## src/rtl/atm_session_fsm.sv

```systemverilog
// atm_session_fsm: ATM menu/session controller with PIN lockout, inactivity timeout and debug single-step
module atm_session_fsm #(
  parameter int TIMEOUT_CYCLES = 100_000_000,
  parameter int MAX_PIN_TRIES  = 3,
  parameter int LOCK_CYCLES    = 500_000_000,
  parameter int DEBUG_STEP_EN  = 1
) (
  input  logic        clk,
  input  logic        rst,
  input  logic        status_valid,
  input  logic [3:0]  status_code,
  input  logic        menu_valid,
  input  logic [1:0]  menu_sel,
  input  logic        inc_state,
  output logic [3:0]  state_code,
  output logic [15:0] current_state,
  output logic [3:0]  input_style,
  output logic [3:0]  display_mode,
  output logic [3:0]  pin_tries_left,
  output logic        timeout_pulse
);
  localparam int TW = (TIMEOUT_CYCLES > 1) ? $clog2(TIMEOUT_CYCLES) : 1;
  localparam int LW = (LOCK_CYCLES > 1) ? $clog2(LOCK_CYCLES) : 1;
  localparam logic [TW-1:0] T_LAST = TW'(TIMEOUT_CYCLES - 1);
  localparam logic [LW-1:0] L_LAST = LW'(LOCK_CYCLES - 1);
  localparam logic [3:0] TRIES = 4'(MAX_PIN_TRIES);
  localparam logic [3:0] C_ACC_FOUND = 4'd1, C_ACC_NF = 4'd2, C_PIN_OK = 4'd3, C_PIN_BAD = 4'd4;
  localparam logic [3:0] C_AMT_OK = 4'd5, C_AMT_BAD = 4'd6, C_EXIT = 4'd7, C_DONE = 4'd8;

  typedef enum logic [3:0] {
    S_IDLE, S_ACC_NUM, S_PIN, S_MENU, S_BAL, S_CONV_SRC, S_CONV_AMT, S_CONV_DST,
    S_WD_CUR, S_WD_AMT, S_XF_ACC, S_XF_CUR, S_XF_AMT, S_ERROR, S_SUCCESS, S_LOCKED
  } state_t;

  state_t         r_state, w_next;
  logic [3:0]     r_tries, w_tries_next, w_tries_dec;
  logic [TW-1:0]  r_idle_cnt;
  logic [LW-1:0]  r_lock_cnt;
  logic           r_pulse, r_s1, r_s2, r_d;
  logic           w_timeout, w_lock_exp, w_step;

  assign w_tries_dec = (r_tries == 4'd0) ? 4'd0 : r_tries - 4'd1;
  assign w_timeout   = (r_idle_cnt == T_LAST) && (r_state != S_IDLE) && (r_state != S_LOCKED);
  assign w_lock_exp  = (r_state == S_LOCKED) && (r_lock_cnt == L_LAST);
  assign w_step      = r_s2 && !r_d && (DEBUG_STEP_EN != 0);

  // Priority: expiry events, then any status, then menu (MENU only), then debug step
  always_comb begin
    w_next       = r_state;
    w_tries_next = r_tries;
    if (w_timeout) begin
      w_next = S_IDLE;
    end else if (w_lock_exp) begin
      w_next       = S_IDLE;
      w_tries_next = TRIES;
    end else if (status_valid) begin
      case (r_state)
        S_IDLE:     w_next = (status_code == C_DONE) ? S_ACC_NUM : r_state;
        S_ACC_NUM:  w_next = (status_code == C_ACC_FOUND) ? S_PIN : (status_code == C_ACC_NF) ? S_IDLE : r_state;
        S_PIN: begin
          if (status_code == C_PIN_OK) begin
            w_next       = S_MENU;
            w_tries_next = TRIES;
          end else if (status_code == C_PIN_BAD) begin
            w_tries_next = w_tries_dec;
            w_next       = (w_tries_dec == 4'd0) ? S_LOCKED : S_PIN;
          end
        end
        S_MENU:     w_next = (status_code == C_EXIT) ? S_IDLE : r_state;
        S_BAL, S_ERROR, S_SUCCESS:
                    w_next = (status_code == C_EXIT) ? S_MENU : r_state;
        S_CONV_SRC: w_next = (status_code == C_DONE) ? S_CONV_AMT : (status_code == C_EXIT) ? S_MENU : r_state;
        S_CONV_AMT: w_next = (status_code == C_AMT_OK) ? S_CONV_DST : (status_code == C_AMT_BAD) ? S_ERROR :
                             (status_code == C_EXIT) ? S_MENU : r_state;
        S_CONV_DST: w_next = (status_code == C_DONE) ? S_SUCCESS : (status_code == C_EXIT) ? S_MENU : r_state;
        S_WD_CUR:   w_next = (status_code == C_DONE) ? S_WD_AMT : (status_code == C_EXIT) ? S_MENU : r_state;
        S_WD_AMT, S_XF_AMT:
                    w_next = (status_code == C_AMT_OK) ? S_SUCCESS : (status_code == C_AMT_BAD) ? S_ERROR : r_state;
        S_XF_ACC:   w_next = (status_code == C_ACC_FOUND) ? S_XF_CUR : (status_code == C_ACC_NF) ? S_ERROR :
                             (status_code == C_EXIT) ? S_MENU : r_state;
        S_XF_CUR:   w_next = (status_code == C_DONE) ? S_XF_AMT : (status_code == C_EXIT) ? S_MENU : r_state;
        default:    w_next = r_state;
      endcase
    end else if (menu_valid && r_state == S_MENU) begin
      w_next = (menu_sel == 2'd0) ? S_BAL : (menu_sel == 2'd1) ? S_CONV_SRC :
               (menu_sel == 2'd2) ? S_WD_CUR : S_XF_ACC;
    end else if (w_step) begin
      w_next = state_t'(r_state + 4'd1);
    end
  end

  always_ff @(posedge clk) begin
    if (rst) begin
      r_state    <= S_IDLE;
      r_tries    <= TRIES;
      r_idle_cnt <= '0;
      r_lock_cnt <= '0;
      r_pulse    <= 1'b0;
      r_s1       <= 1'b0;
      r_s2       <= 1'b0;
      r_d        <= 1'b0;
    end else begin
      r_state    <= w_next;
      r_tries    <= w_tries_next;
      r_idle_cnt <= (status_valid || menu_valid || w_next != r_state) ? '0 :
                    (r_idle_cnt == T_LAST) ? r_idle_cnt : r_idle_cnt + 1'b1;
      r_lock_cnt <= (r_state == S_LOCKED && w_next == S_LOCKED) ? r_lock_cnt + 1'b1 : '0;
      r_pulse    <= w_timeout;
      r_s1       <= inc_state;
      r_s2       <= r_s1;
      r_d        <= r_s2;
    end
  end

  always_comb begin
    case (r_state)
      S_ACC_NUM, S_XF_ACC:                      input_style = 4'd2;
      S_PIN:                                    input_style = 4'd3;
      S_MENU:                                   input_style = 4'd4;
      S_CONV_SRC, S_CONV_DST, S_WD_CUR, S_XF_CUR: input_style = 4'd5;
      S_CONV_AMT, S_WD_AMT, S_XF_AMT:           input_style = 4'd6;
      default:                                  input_style = 4'd1;
    endcase
  end

  assign state_code     = r_state;
  assign current_state  = 16'd1 << r_state;
  assign display_mode   = (r_state == S_IDLE) ? 4'd6 : (r_state == S_LOCKED) ? 4'd1 : 4'd4;
  assign pin_tries_left = r_tries;
  assign timeout_pulse  = r_pulse;
endmodule

```

## config.mk

```make
export PLATFORM = sky130hd
export DESIGN_NAME = atm_session_fsm
export DESIGN_NICKNAME = d
export VERILOG_FILES = /design/src/rtl/atm_session_fsm.sv
export SDC_FILE = /design/constraint.sdc
export NUM_CORES = 1
export LEC_CHECK = 0
export CORE_MARGIN = 4
export CORE_UTILIZATION = 60
export CTS_BUF_LIST = sky130_fd_sc_hd__clkbuf_2 sky130_fd_sc_hd__clkbuf_4 sky130_fd_sc_hd__clkbuf_8
export DETAILED_ROUTE_END_ITERATION = 10
export GPL_ROUTABILITY_DRIVEN = 0
export PLACE_DENSITY = 0.83
export SLEW_MARGIN = 0
export SYNTH_ARGS = -nofsm -noshare
export SYNTH_HDL_FRONTEND = slang
export SYNTH_SLANG_ARGS = --single-unit
```

## constraint.sdc

```tcl
create_clock -name clk -period 4.3 [get_ports clk]
set_clock_uncertainty 0.1 [all_clocks]
set_input_delay 0.43 -clock clk [delete_from_list [all_inputs] [get_ports clk]]
set_output_delay 0.43 -clock clk [all_outputs]
set_load 0.01 [all_outputs]
```

==> results of run 1 <==
-- critical path, delay by kind of cell, from the launching register on --
family | cells | cell delay [ps]
adder cells (fa/ha/maj) | 1 | 230
AND/OR/NAND/NOR | 3 | 620
AO/OA/AOI/OAI | 4 | 1590
buffers and inverters | 2 | 520
flip-flops | 1 | 630
-- metal layers --
layer / track usage [%] / vias to the layer above
met3: 5.61 / 44
met2: 39.8 / 231
li1: - / 2202
met4: 10.8 / 0
met1: 31.9 / 2166
met5: 0 / -
-- cells in the final DEF, fill, tap and decap left out, drive strengths merged, types with 20 or more instances in the layout --
master / synthesis / routed
nand4: 20 / 20
nor4b: 31 / 31
clkdlybuf4s50: 0 / 41
xnor2: 23 / 23
dfxtp: 71 / 71
nor2: 64 / 64
nand3: 27 / 27
inv: 21 / 22
xor2: 31 / 31
nand2: 37 / 37
-- area by class of cell --
class	instances	share of cell area (%)
clock buffer	11	2.67
timing repair buffer	58	9.71
tap	102	2.25
sequential	71	25.1
clock inverter	5	1.13
inverter	21	1.39
multi-input combinational	460	57.8
-- cell families (layout without fill, tap and decap cells) --
| family | count (synthesis) | in the layout | synth area share (%) |
|---|---|---|---|
| AOI/OAI and AO/OA | 86 | 86 | 13.3 |
| xor gates and xnor gates | 54 | 54 | 9.49 |
| adders and majority gates | 13 | 13 | 3.26 |
| buffers and inverters | 57 | 95 | 5.80 |
| DFF | 71 | 71 | 28.5 |
| muxes | 10 | 10 | 2.23 |
| other | 1 | 2 | 0.0752 |
| and+or+nand+nor | 295 | 295 | 37.4 |
-- power by group through the flow --
stage	Combinational (mW)	Sequential (mW)	Clock, mW
after floorplan	0.298	0.702	0
after global placement	0.407	0.712	0
after detailed placement	0.418	0.712	0
after CTS	0.423	0.697	0.571
after global routing	0.458	0.701	0.604
final	0.429	0.697	0.562
-- final timing paths --
check	start	to	slack [ps]	cells past startpoint
worst max-delay path	state_code[1]	r_idle_cnt[18]	480	10
worst min-delay path	r_lock_cnt[0]	r_lock_cnt[0]	340	1
worst max register to register	state_code[1]	r_idle_cnt[18]	480	10
worst min register to register	r_lock_cnt[0]	r_lock_cnt[0]	340	1
-- stage by stage --
stage | instance area (µm²) | hold WS (ps) | utilization (%) | instances
floorplan | 4990 | 313 | - | 588
global placement | 5460 | 322 | 69.2 | 712
detailed placement | 5460 | 329 | 69.2 | 712
CTS | 5670 | 344 | 71.9 | 728
global route | 5670 | 366 | 71.9 | 728
finish | 5670 | 342 | 71.9 | 728
-- sequential cells by signal, indices dropped and copies added, names as in the netlist --
signal / flops
r_s1: 1
timeout_pulse: 1
state_code: 4
input_style: 3
pin_tries_left: 4
r_s2: 1
r_lock_cnt: 29
r_d: 1
r_idle_cnt: 27
==> metrics.yaml, run 1 <==
worst_setup_path:
  crit_arrival_ps: 3950
  crit_chain: "inv_1 > ha_1 > or3_1 > o21ai_0 > nor3b_1 > a41oi_2 > o21ai_2 > a21oi_2 > buf_4 > nor4b_2"
  start_kind: "flop"
  path_class: "flop to flop"
  worstSetupEndpointType: "flop"
  path_max_fanout: 19
  required_ps: 4430
  max_stage_delay_ps: 910
  worst_path_max_delay_cell: "a21oi_2"
power_and_ir_drop:
  powerDensity_nw_per_um2: 298
  power_frac_comb_pct: 25.4
  p_sw_mw: 0.529
  power_mw: 1.69
  p_sw_share_pct: 31.3
  internal_power_mw: 1.16
  p_leak_nw: 1.95
  pwr-share-seq_pct: 41.3
  peakVddDrop_uv: 254
  pwr-share-clk_pct: 33.3
cts:
  cts_hold_buf: 0
  clk_latency_ps: 340
  cts_buffer_depth: 2
  cts_num_sinks: 71
  cts_setup_buffers: 0
  cts_resized: 0
  h-tree-depth: 3
  clk_pin_slew_worst_paths_ps: 80
  cts-root-buf: "clkbuf_8"
  cts_made_buffers: 9
  cts_tree: "done"
yosys:
  synth-async-reset-ratio_pct: 0
  ys_types: 82
  syn-cell-area_um2: 4980
  synth_top_cell_area_share_pct: 28.5
  yosys-top-cells-count: "71 x dfxtp_1, 63 x nor2_1, 36 x nand2_1"
  synth_cells: 587
  synthTopCellsByArea: "dfxtp_1 29%, nor4b_2 6.0%, xor2_1 5.4%"
  synth_ff_type: "dfxtp_1"
  yosysSeqAreaShare_pct: 28.5
  yosys.area.top_type: "dfxtp_1"
  synth_edf_count: 0
  synth.most_common_cell: "dfxtp_1"
  yosys_warnings: 0
  synth_area_per_cell_um2: 8.49
  synth_seq_cells: 71
global_route:
  grt_max_degree: 30
  grt_pass1_vias: 4344
  grtUsageTotal_pct: 24.8
  grt_pass1_wl_mm: 20.4
  antenna_found_initial: 0
  gr-total-overflow: 0
route:
  vias_per_cell: 6.38
  top_layer_used: "met4"
  drc: 0
  dr.first_iter.drc_count: 311
  wl_met3_mm: 1.00
  wl_mm: 12.3
  wl_per_cell_um: 16.9
  num_vias: 4643
  drtPass1Iterations: 5
  wl_met1_mm: 5.12
  ant_nets: 0
  wl_met2_mm: 5.82
finish:
  n_antenna_cell: 0
  seq_area_um2: 1420
  fin_nets: 645
  multiInputGateArea_um2: 3280
  drive_gt1_share_pct: 13.1
  fill_cells: 619
  areaGrowthSynthToFinish_pct: 13.8
timing:
  setup_viol: 0
  fmax_mhz: 262
  fin_ws_ps: 476
  finalHoldViolations: 0
  worstMarginPinSlew_ps: 1190
  fin_crit_sh_pct: 88.9
  slew_headroom_pct: 20.4
  slew_violations: 0
  min_period_ps: 3820
  tns_ps: 0
  rsz0062_at_grt: "no"
placed_design:
  dp_hpwl_mm: 8.82
  port-buffer-count: 41
  place_ws_ps: 352
job:
  maxCapViolCount: 0
min_path:
  hp-class: "flop to flop"
floorplanning:
  die-area_um2: 9830
  core-area_um2: 7890
  die-height_um: 99.2
  num_rows: 32
  die_width_um: 99.2
  io_pins: 44
  start_util_pct: 63.2
status:
  outcome: "finished, final reports clean"
Note: power is estimated with default switching activity, not from simulation.
==> inputs of run 2 (changes only) <==
- ABC_CLOCK_PERIOD_IN_PS: unset -> 4300
==> results of run 2 <==
The final DEF is identical to that of run 1; final timing and power are the same.
==> inputs of run 3 (changes only) <==
- DONT_BUFFER_PORTS: unset -> 1
- PLACE_DENSITY: 0.83 -> 0.76
==> metrics.yaml, run 3 (synthesis results as in run 1) <==
placed_design:
  dp_hpwl_mm: 8.24  # -6.6%
  port-buffer-count: 0  # -100%
  placed_area_um2: 4980  # -8.7%
worst_setup_path:
  r2r_start: "state_code[0]"
  r2r_cells: 10  # unchanged
  crit_family: "simple AND/OR/NAND/NOR gates"
  ff2ff_setup_slack_ps: 680  # +210 ps
  max_stage_delay_ps: 650  # -260 ps
  path_max_fanout: 16  # -3
  crit_start: "state_code[0]"
  crit_chain: "ha_1 > nand3_1 > inv_1 > nand3_1 > nor4_1 > or3_1 > nor2_1 > ha_1 > or3_1 > o211a_1"
  start_kind: "flop"
  worst_path_max_delay_cell: "nor4_1"
  path_class: "flop to flop"
  required_ps: 4430  # about the same
  cp_num_buf_inv: 1  # -1
  crit_arrival_ps: 3750  # -200 ps
  worstSetupEndpointType: "flop"
  r2r_end: "input_style[2]"
global_route:
  grtUsageTotal_pct: 23.9  # -0.87 points
  grt_pass1_wl_mm: 19.7  # -3.4%
  antenna_found_initial: 0  # unchanged
  grt_pass1_vias: 4132  # -4.9%
  gr-total-overflow: 0  # unchanged
  grt_max_degree: 30  # unchanged
floorplanning:
  num_rows: 32  # unchanged
  die-area_um2: 9830  # unchanged
  io_pins: 44  # unchanged
  die_width_um: 99.2  # unchanged
  start_util_pct: 63.2  # unchanged
  die-height_um: 99.2  # unchanged
  core-area_um2: 7890  # unchanged
cts:
  cts_setup_buffers: 0  # unchanged
  cts_num_sinks: 71  # unchanged
  cts_tree: "done"
  cts_made_buffers: 9  # unchanged
  cts_buffer_depth: 2  # unchanged
  cts_hold_buf: 0  # unchanged
  cts_resized: 0  # unchanged
  cts-root-buf: "clkbuf_8"
  h-tree-depth: 3  # unchanged
  clk_latency_ps: 350  # about the same
  clk_pin_slew_worst_paths_ps: 80  # about the same
finish:
  drive_gt1_share_pct: 13.0  # -0.12 points
  layout_commonest_cell: "dfxtp_1"
  largest_reg_flops: 29  # unchanged
  final_cell_mix: "71 x dfxtp_1, 63 x nor2_1, 36 x nand2_1"
  regMostFlops: "r_lock_cnt"
  fill_cells: 677  # +9.4%
  top_regs: "r_lock_cnt (29), r_idle_cnt (27)"
  final_area_um2: 5180  # -8.7%
  fin_nets: 597  # -7.4%
  n_antenna_cell: 0  # unchanged
  areaGrowthSynthToFinish_pct: 3.89
  multiInputGateArea_um2: 3280  # unchanged
  seq_area_um2: 1420  # unchanged
power_and_ir_drop:
  powerDensity_nw_per_um2: 306  # +2.9%
  p_leak_nw: 1.76  # -9.7%
  peakVddDrop_uv: 286  # +12%
timing:
  slew_headroom_pct: 48.9  # +28 points
  min_period_ps: 3620  # -205 ps
  fmax_mhz: 276  # +5.7%
  setup_viol: 0  # unchanged
  tns_ps: 0  # unchanged
  slew_violations: 0  # unchanged
  worstMarginPinSlew_ps: 756  # -438 ps
  fin_crit_sh_pct: 84.1  # -4.8 points
  finalHoldViolations: 0  # unchanged
  rsz0062_at_grt: "no"
route:
  wl_per_cell_um: 16.9  # -0.55%
  drc: 0  # unchanged
  vias_per_cell: 6.41  # +0.56%
  drtPass1Iterations: 5  # unchanged
  num_vias: 4361  # -6.1%
  ant_nets: 0  # unchanged
  dr.first_iter.drc_count: 276  # -11%
  wl_mm: 11.5  # -7.1%
min_path:
  hold_start: "rst"
  hold_end: "timeout_pulse"
  whs_path_depth: 1  # unchanged
  hp-class: "input pin to flop"
job:
  maxCapViolCount: 0  # unchanged
status:
  outcome: "finished, final reports clean"
-- run 3: cell count changes in the layout (fill, tap and decap cells not counted), sizes merged --
cell and change:
inv -1, clkbuf +1, clkinv +1, clkdlybuf4s50 -41
buf -7, clkinvlp -1
-- run 3: power breakdown --
group | switching, mW | leakage [nW] | total (mW) | internal [mW]
combinational | 0.223 | 1.08 | 0.354 | 0.131
clock | 0.249 | 0.107 | 0.543 | 0.294
sequential | 0.0184 | 0.574 | 0.690 | 0.671
total | 0.490 | 1.76 | 1.59 | 1.10
-- run 3: area by class of cell --
class                      count  share of cell area [%]
clock buffer                  12                    2.95
clock inverter                 4                   0.870
inverter                      21                    1.52
multi-input combinational    460                    63.3
sequential                    71                    27.4
tap                          102                    2.46
timing repair buffer          10                    1.45
-- run 3: per-stage QoR --
step	utilization [%]	worst slack (ps)	total power [mW]	hold slack, ps	instances
global placement	63.2	864	1.05	323	664
detailed placement	63.2	780	1.05	330	664
finish	65.7	682	1.59	41.9	680
global route	65.7	391	1.66	20.7	680
floorplan	-	1080	1.00	313	588
CTS	65.7	745	1.60	28.7	680
-- run 3: worst max-delay path by stage --
stage                                end  slack [ps]  cells past startpoint
final                     input_style[2]         680                     10
after detailed placement  input_style[2]         780                     10
after CTS                 input_style[2]         750                     10
after floorplan           input_style[2]        1080                     14
after global routing      input_style[2]         390                     10
after global placement    input_style[0]         860                     12
-- run 3: worst reg2reg max path, cell delays in order (launching register included) --
cell and delay, ps:
dfxtp_1 350, ha_1 540, nand3_1 360, inv_1 270, nand3_1 100, nor4_1 650
or3_1 340, nor2_1 110, ha_1 210, or3_1 380, o211a_1 120
-- run 3: layer usage --
layer | vias to the layer above | track usage, % | routed length (µm)
met5 | - | 0 | 0
met4 | 0 | 8.61 | 257
met3 | 24 | 5.96 | 904
met2 | 194 | 36.7 | 5140
met1 | 2044 | 32.7 | 5160
li1 | 2099 | - | -
